### config.mk
export PLATFORM = sky130hd
export DESIGN_NAME = probe_byte_sequencer_flat
export DESIGN_NICKNAME = d
export VERILOG_FILES = /design/src/rtl/probe_byte_sequencer_pkg.sv /design/src/rtl/probe_byte_sequencer_if.sv /design/src/rtl/probe_byte_sequencer_ack_timer.sv /design/src/rtl/probe_byte_sequencer.sv /design/src/flat_wrapper.sv
export SDC_FILE = /design/constraint.sdc
export NUM_CORES = 1
export LEC_CHECK = 0
export BUFFER_PORTS_ARGS = -buffer_cell sky130_fd_sc_hd__buf_2
export CAP_MARGIN = 20
export CORE_ASPECT_RATIO = 0.6
export CORE_MARGIN = 2
export CORE_UTILIZATION = 25
export CTS_BUF_LIST = sky130_fd_sc_hd__clkbuf_8
export CTS_CLUSTER_DIAMETER = 60
export DETAILED_ROUTE_END_ITERATION = 16
export PLACE_DENSITY_LB_ADDON = 0.2
export SLEW_MARGIN = 0
export SYNTH_ARGS = -nofsm -noshare
export SYNTH_HDL_FRONTEND = slang
export SYNTH_SLANG_ARGS = --single-unit
### constraint.sdc
create_clock -name iCE_CLK -period 3.7 [get_ports iCE_CLK]
set_input_delay 0.555 -clock iCE_CLK [delete_from_list [all_inputs] [get_ports iCE_CLK]]
set_output_delay 0.555 -clock iCE_CLK [all_outputs]
set_load 0.02 [all_outputs]
### src/rtl/probe_byte_sequencer_pkg.sv
// Shared types and constants for the probe byte sequencer.
// PROBE_SYNC_BYTE_EN adds the sync-byte prefix to every frame.
package probe_seq_pkg;

    typedef enum logic [2:0] {
        IDLE,
        SEND,
        WAIT_ACK,
        WAIT_DONE,
        FINISH
    } seq_state_t;

    localparam logic [7:0] SYNC_BYTE = 8'hA5;

    function automatic int unsigned frame_len(input int unsigned num_bytes);
`ifdef PROBE_SYNC_BYTE_EN
        return num_bytes + 1;
`else
        return num_bytes;
`endif
    endfunction

endpackage

### src/rtl/probe_byte_sequencer_if.sv
// UART transmit handshake between the probe sequencer (master) and the uart (slave).
interface probe_byte_sequencer_if;

    logic       transmit;
    logic [7:0] tx_byte;
    logic       is_transmitting;

    modport master (
        output transmit,
        output tx_byte,
        input  is_transmitting
    );

    modport slave (
        input  transmit,
        input  tx_byte,
        output is_transmitting
    );

endinterface

### src/rtl/probe_byte_sequencer_ack_timer.sv
// Saturating acknowledge timer; expired holds once the count reaches ACK_TIMEOUT-1.
module probe_ack_timer #(
    parameter int unsigned ACK_TIMEOUT = 64
) (
    input  logic iCE_CLK,
    input  logic rst,
    input  logic clear,
    input  logic enable,
    output logic expired
);

    localparam int unsigned CW = (ACK_TIMEOUT > 1) ? $clog2(ACK_TIMEOUT) : 1;
    localparam logic [CW-1:0] LAST = CW'(ACK_TIMEOUT - 1);

    logic [CW-1:0] count;

    always_ff @(posedge iCE_CLK or posedge rst) begin
        if (rst) begin
            count <= '0;
        end else if (clear) begin
            count <= '0;
        end else if (enable && (count != LAST)) begin
            count <= count + 1'b1;
        end
    end

    assign expired = (count == LAST);

endmodule

### src/rtl/probe_byte_sequencer.sv
// Latches a probe word on capture and streams it LSB byte first to the uart,
// one byte in flight at a time. PROBE_SYNC_BYTE_EN prefixes each frame with SYNC_BYTE.
module probe_byte_sequencer
    import probe_seq_pkg::*;
#(
    parameter int unsigned NUM_BYTES   = 4,
    parameter int unsigned ACK_TIMEOUT = 64
) (
    input  logic                   iCE_CLK,
    input  logic                   rst,
    input  logic                   capture,
    input  logic [8*NUM_BYTES-1:0] probe_data,
    probe_byte_sequencer_if.master uart,
    output logic                   busy,
    output logic                   done,
    output logic                   dropped,
    output logic                   ack_error
);

    localparam int unsigned IDX_W = $clog2(NUM_BYTES + 1);

    seq_state_t             state, state_next;
    logic [8*NUM_BYTES-1:0] shadow;
    logic [IDX_W-1:0]       idx;
    logic                   transmit_r;
    logic [7:0]             tx_byte_r;
    logic [7:0]             cur_byte;
    logic [7:0]             send_byte;
    logic                   last_byte;
    logic                   sync_pending;
    logic                   load, inc, sync_clr;
    logic                   tmr_clr, tmr_en, tmr_expired, set_err;

    probe_ack_timer #(
        .ACK_TIMEOUT (ACK_TIMEOUT)
    ) u_ack_timer (
        .iCE_CLK (iCE_CLK),
        .rst     (rst),
        .clear   (tmr_clr),
        .enable  (tmr_en),
        .expired (tmr_expired)
    );

    always_comb begin
        cur_byte = '0;
        for (int unsigned k = 0; k < NUM_BYTES; k++) begin
            if (idx == IDX_W'(k)) cur_byte = shadow[8*k +: 8];
        end
    end

    assign send_byte = sync_pending ? SYNC_BYTE : cur_byte;
    assign last_byte = (idx == IDX_W'(NUM_BYTES - 1));

    always_ff @(posedge iCE_CLK or posedge rst) begin
        if (rst) state <= IDLE;
        else     state <= state_next;
    end

    always_comb begin
        state_next = state;
        load       = 1'b0;
        inc        = 1'b0;
        sync_clr   = 1'b0;
        tmr_clr    = 1'b0;
        tmr_en     = 1'b0;
        set_err    = 1'b0;
        case (state)
            IDLE: begin
                if (capture) begin
                    load       = 1'b1;
                    state_next = SEND;
                end
            end
            SEND: begin
                tmr_clr    = 1'b1;
                state_next = WAIT_ACK;
            end
            WAIT_ACK: begin
                tmr_en = 1'b1;
                if (uart.is_transmitting) begin
                    state_next = WAIT_DONE;
                end else if (tmr_expired) begin
                    set_err    = 1'b1;
                    state_next = WAIT_DONE;
                end
            end
            WAIT_DONE: begin
                if (!uart.is_transmitting) begin
                    if (sync_pending) begin
                        sync_clr   = 1'b1;
                        state_next = SEND;
                    end else if (last_byte) begin
                        state_next = FINISH;
                    end else begin
                        inc        = 1'b1;
                        state_next = SEND;
                    end
                end
            end
            FINISH:  state_next = IDLE;
            default: state_next = IDLE;
        endcase
    end

    // transmit/tx_byte are registered out of SEND, giving the capture-to-transmit latency of two cycles
    always_ff @(posedge iCE_CLK or posedge rst) begin
        if (rst) begin
            shadow     <= '0;
            idx        <= '0;
            ack_error  <= 1'b0;
            transmit_r <= 1'b0;
            tx_byte_r  <= '0;
        end else begin
            transmit_r <= (state == SEND);
            if (state == SEND) tx_byte_r <= send_byte;
            if (load) begin
                shadow    <= probe_data;
                idx       <= '0;
                ack_error <= 1'b0;
            end else begin
                if (inc)     idx       <= idx + 1'b1;
                if (set_err) ack_error <= 1'b1;
            end
        end
    end

`ifdef PROBE_SYNC_BYTE_EN
    always_ff @(posedge iCE_CLK or posedge rst) begin
        if (rst)           sync_pending <= 1'b0;
        else if (load)     sync_pending <= 1'b1;
        else if (sync_clr) sync_pending <= 1'b0;
    end
`else
    assign sync_pending = 1'b0;
`endif

    assign uart.transmit = transmit_r;
    assign uart.tx_byte  = tx_byte_r;
    assign busy          = (state == SEND) || (state == WAIT_ACK) || (state == WAIT_DONE);
    assign done          = (state == FINISH);
    assign dropped       = capture && (state != IDLE);

endmodule

### src/flat_wrapper.sv
// flat-port wrapper written by rule: the top's interface ports become plain ports
module probe_byte_sequencer_flat import probe_seq_pkg::*;
#(
    parameter int unsigned NUM_BYTES   = 4,
    parameter int unsigned ACK_TIMEOUT = 64
)
  (iCE_CLK, rst, capture, probe_data, busy, done, dropped, ack_error, uart_transmit, uart_tx_byte, uart_is_transmitting);
  probe_byte_sequencer_if uart_i ();
  input  logic iCE_CLK;
  input  logic rst;
  input  logic capture;
  input  logic [8*NUM_BYTES-1:0] probe_data;
  output logic busy;
  output logic done;
  output logic dropped;
  output logic ack_error;
  output wire logic [$bits(uart_i.transmit)-1:0] uart_transmit;
  output wire logic [$bits(uart_i.tx_byte)-1:0] uart_tx_byte;
  input wire logic [$bits(uart_i.is_transmitting)-1:0] uart_is_transmitting;
  assign uart_transmit = uart_i.transmit;
  assign uart_tx_byte = uart_i.tx_byte;
  assign uart_i.is_transmitting = uart_is_transmitting;
  probe_byte_sequencer #(.NUM_BYTES(NUM_BYTES), .ACK_TIMEOUT(ACK_TIMEOUT)) u_core (.iCE_CLK(iCE_CLK), .rst(rst), .capture(capture), .probe_data(probe_data), .uart(uart_i), .busy(busy), .done(done), .dropped(dropped), .ack_error(ack_error));
endmodule
==> results.txt <==
The number of distinct library cells after synthesis came out at 40. The placed instance count is between 300 and 400. The die outline area came out at about 0.011 sq mm. In this run, synthesis produced a sequential element count of 54.

The biggest area contributor in the post-synthesis netlist is sky130_fd_sc_hd__dfrtp_1. The min-delay analysis places its worst path in the category in -> async. Setup repair after global routing left no endpoint under its margin. The required time of the critical path is 3.14 ns. In this run, post-CTS repair resized a total of 0 instances. Hold is met by 0.4367 ns.

After synthesis, the largest area contributor takes up 52.68% of total cell area. Setup violations remaining at the end of the flow were counted as 0. At the pin with the least slew margin, the transition time is 0.9412 ns. The clock passes through at most 2 buffers. The latest clock arrival within the worst-skew pair came out at 0.31 ns.

The violation count after the first detailed-routing iteration came out at 70. Relative to the synthesized area, the layout overhead comes to 18.10%. Ranked by total cell area, the synthesized netlist is headed by sky130_fd_sc_hd__dfrtp_1 53%, sky130_fd_sc_hd__mux2_2 11%, sky130_fd_sc_hd__a221o_1 3.1%, sky130_fd_sc_hd__ha_1 2.9%, sky130_fd_sc_hd__a21oi_1 2.7%. TritonCTS built the clock tree. The DRC violation count after routing is 0. The overall routing resource usage is a little under an eighth. Clock tree synthesis inserted a total of 5 buffers. The fraction of registers with async set/reset is 100.0%. The count of non-filler cells in the finished layout came out at 407.

The net count of the finished layout is approximately 310. The routability congestion estimate came out at 0.7387. The floorplan step set the die width to about 130 um. The clock-pin slew of the registers on the worst-case setup and hold paths came out at approximately 0.10 ns. STA classifies the critical path startpoint as a flip-flop.

The detailed-routing iteration count for the pre-antenna-repair pass came out at 5. The post-synth design cell area came out at 0.002565 sq mm. The final critical-path required period came out at between 1.5 and 2 ns.

The global-route wire length before repair is 9.535 mm. The number of inserted diodes came out at 0. The total power density per cell area came out at 808.0 mW/mm^2. The final number of max-transition violations was 0. Buffers added to address setup during post-CTS repair amount to 0. Once the floorplan was initialized, standard cells occupied 25.87% of the core. The worst setup path is of the reg -> out kind.

The average wire per standard cell came out at around 15 um. The flow ran to the end, and the final reports show no timing, DRC or antenna violations. The standard cell area after detailed placement is 0.002917 sq mm. The post-synthesis sequential area ratio is 52.68%. Detailed placement finished with a half-perimeter wire length of between 4 and 5 mm. The gate count after technology mapping came out at 228.

The peak supply drop is ~0.25 mV. The most frequently used flop master after synthesis is sky130_fd_sc_hd__dfrtp_1. The net count after synthesis came out at 270. The net switching fraction of the power came out at 37.51%. The share of power burned in the clock network came out at 16.8%. The placement-stage worst setup slack came out at 1.780 ns.

The sum of negative setup slack came out at 0 ns. The total of max-cap violations is 0. The headroom to the max-slew limit came out at 37.16%. The share of power burned in registers came out at 43.5%. The count of flip-flops with a built-in enable after synthesis is 0. The count of nets left with antenna violations after detail routing came out at 0. The via count of the first global-routing pass is 1,739. The H-tree depth is 2. For this block, the routed nets add up to between 5 and 6 mm of wire.

The number of buffer cells added on primary ports is 48. Across all layers, the routed design uses about 1,800 vias. The cell sitting at the root of the clock tree is a sky130_fd_sc_hd__clkbuf_8. The number of antenna violations at the first check in global routing is 0. Cell internal power was estimated by the tool at 1530 uW.

The total of hold buffers inserted after clock tree synthesis is 0. The combinational group share of total power came out at 39.7%. The reported net switching power is 918.0 uW. In this run the standard cell core region covers 0.009915 sq mm. The fraction of layout instances using a drive strength above 1 is 32.72%. The warning count from the yosys run is 0. The leakage component of the power is roughly 0.0013 uW. The worst setup path is captured at a primary output. Once routing completed, OpenROAD measured the worst setup slack at 1.725 ns. The floorplan has 28 rows.

The finished cells cover 0.003029 sq mm. The total grt overflow is 0. The setup skew after layout is 0.002366 ns. The count of endpoints failing hold in the final timing report is 0.

Timing would allow up to 506.3 MHz. The share of the clock period used by the worst path is a little over half. The layout filler cell count is 1,049.

The number of primary I/O pins is 49. The largest net degree at the start of global routing is 45. Using the TritonRoute via totals, the vias-per-cell ratio works out to 4.469. The synthesized area divided by synthesized cell count is 11.25 sq um. For the worst setup path, the data arrival time is between 1 and 1.5 ns. The floorplan step set the die height to 82.46 um. The number of clock sinks came out at 54. Along the worst path, the maximum fanout reaches 12.
## layout make-up
type	count	area (sq um)	share of cell area, %
well taps	135	168.9	5.576
clock buffers	5	68.82	2.272
inverters	17	63.81	2.107
clock inverters	3	43.79	1.446
flip-flops and latches	54	1351	44.61
repair buffers	51	262.8	8.674
multi-input cells	142	1070	35.32
## critical path, stage by stage, from the launching register on
cell and delay (ns):
sky130_fd_sc_hd__dfrtp_1 0.55, sky130_fd_sc_hd__nor2_1 0.24, sky130_fd_sc_hd__and2_1 0.16, sky130_fd_sc_hd__buf_2 0.16
## stage by stage
| step | power, uW | util, % |
|---|---|---|
| after floorplan | 1785 | - |
| after global placement | 2046 | 29.42 |
| after detailed placement | 2058 | 29.42 |
| after CTS | 2479 | 30.55 |
| after global routing | 2649 | 30.55 |
| final | 2448 | 30.55 |
## worst paths after layout
check | depth (start not counted) | slack, ns | end | start
max | 3 | 1.72 | done | u_core.state[1]
min | 2 | 0.44 | u_core.shadow[16] | rst
max reg2reg | 5 | 1.78 | u_core.uart.tx_byte[5] | u_core.idx[0]
min reg2reg | 1 | 0.52 | u_core.u_ack_timer.count[0] | u_core.u_ack_timer.count[0]
max in group asynchronous | 3 | 2.55 | u_core.state[1] | rst
min in group iCE_CLK | 3 | 0.44 | u_core.shadow[19] | probe_data[19]
## cell usage after synthesis (4+ instances only)
cell / count
sky130_fd_sc_hd__ha_1: 6
sky130_fd_sc_hd__nor3_1: 4
sky130_fd_sc_hd__a21oi_1: 14
sky130_fd_sc_hd__a221o_1: 8
sky130_fd_sc_hd__nor2_1: 11
sky130_fd_sc_hd__nand2_1: 18
sky130_fd_sc_hd__o21ai_0: 10
sky130_fd_sc_hd__and2_1: 4
sky130_fd_sc_hd__inv_1: 17
sky130_fd_sc_hd__dfrtp_1: 54
sky130_fd_sc_hd__mux2_2: 24
sky130_fd_sc_hd__buf_2: 5
sky130_fd_sc_hd__nand3b_1: 8
sky130_fd_sc_hd__a31oi_1: 8
sky130_fd_sc_hd__clkbuf_1: 5
## layout by cell type (no fill, tap or decap), types with 3 or more instances in the layout
cell                       synthesis  layout
sky130_fd_sc_hd__a31oi_1           8       8
sky130_fd_sc_hd__inv_1            17      16
sky130_fd_sc_hd__nor2_1           11      11
sky130_fd_sc_hd__mux2_2           24      24
sky130_fd_sc_hd__buf_2             5      48
sky130_fd_sc_hd__buf_4             2       3
sky130_fd_sc_hd__a221o_1           8       8
sky130_fd_sc_hd__clkbuf_8          0       5
sky130_fd_sc_hd__and2_1            4       4
sky130_fd_sc_hd__nor3_1            4       4
sky130_fd_sc_hd__dfrtp_1          54      54
sky130_fd_sc_hd__ha_1              6       6
sky130_fd_sc_hd__nand2_1          18      18
sky130_fd_sc_hd__a21oi_1          14      14
sky130_fd_sc_hd__o21ai_0          10      10
sky130_fd_sc_hd__nand3b_1          8       8
## kinds of logic (layout without fill, tap and decap cells)
kind of cell	Yosys count	after routing	synth area share (%)
AND/OR/NAND/NOR	61	61	14.29
flip-flops	54	54	52.68
AO/OA/AOI/OAI	49	49	12.93
buffers and inverters	32	76	5.804
multiplexers	26	26	11.37
adder cells (fa/ha/maj)	6	6	2.927
## metal layers
layer | global-route usage [%] | vias up | part of all wire, %
li1 | - | 901 | -
met1 | 18.21 | 863 | 57
met2 | 13.96 | 50 | 35
met3 | 3.724 | 5 | 6.7
met4 | 2.842 | 0 | 0.71
met5 | 0 | - | 0
## registers in the layout (all words and copies together) (netlist names)
name and cells:
u_core.idx 3, u_core.ack_error 1, u_core.u_ack_timer.count 6, u_core.uart.tx_byte 8, u_core.uart.transmit 1, u_core.shadow 32, u_core.state 3
## power by group through the flow
stage / clock network [uW] / registers (uW) / logic, uW
2_1_floorplan: 0 / 1050 / 737
3_3_place_gp: 0 / 1080 / 963
3_5_place_dp: 0 / 1080 / 978
4_1_cts: 430 / 1070 / 983
5_1_grt: 454 / 1100 / 1090
6_report: 411 / 1070 / 971
No activity file was read; power rests on OpenSTA's default activity.
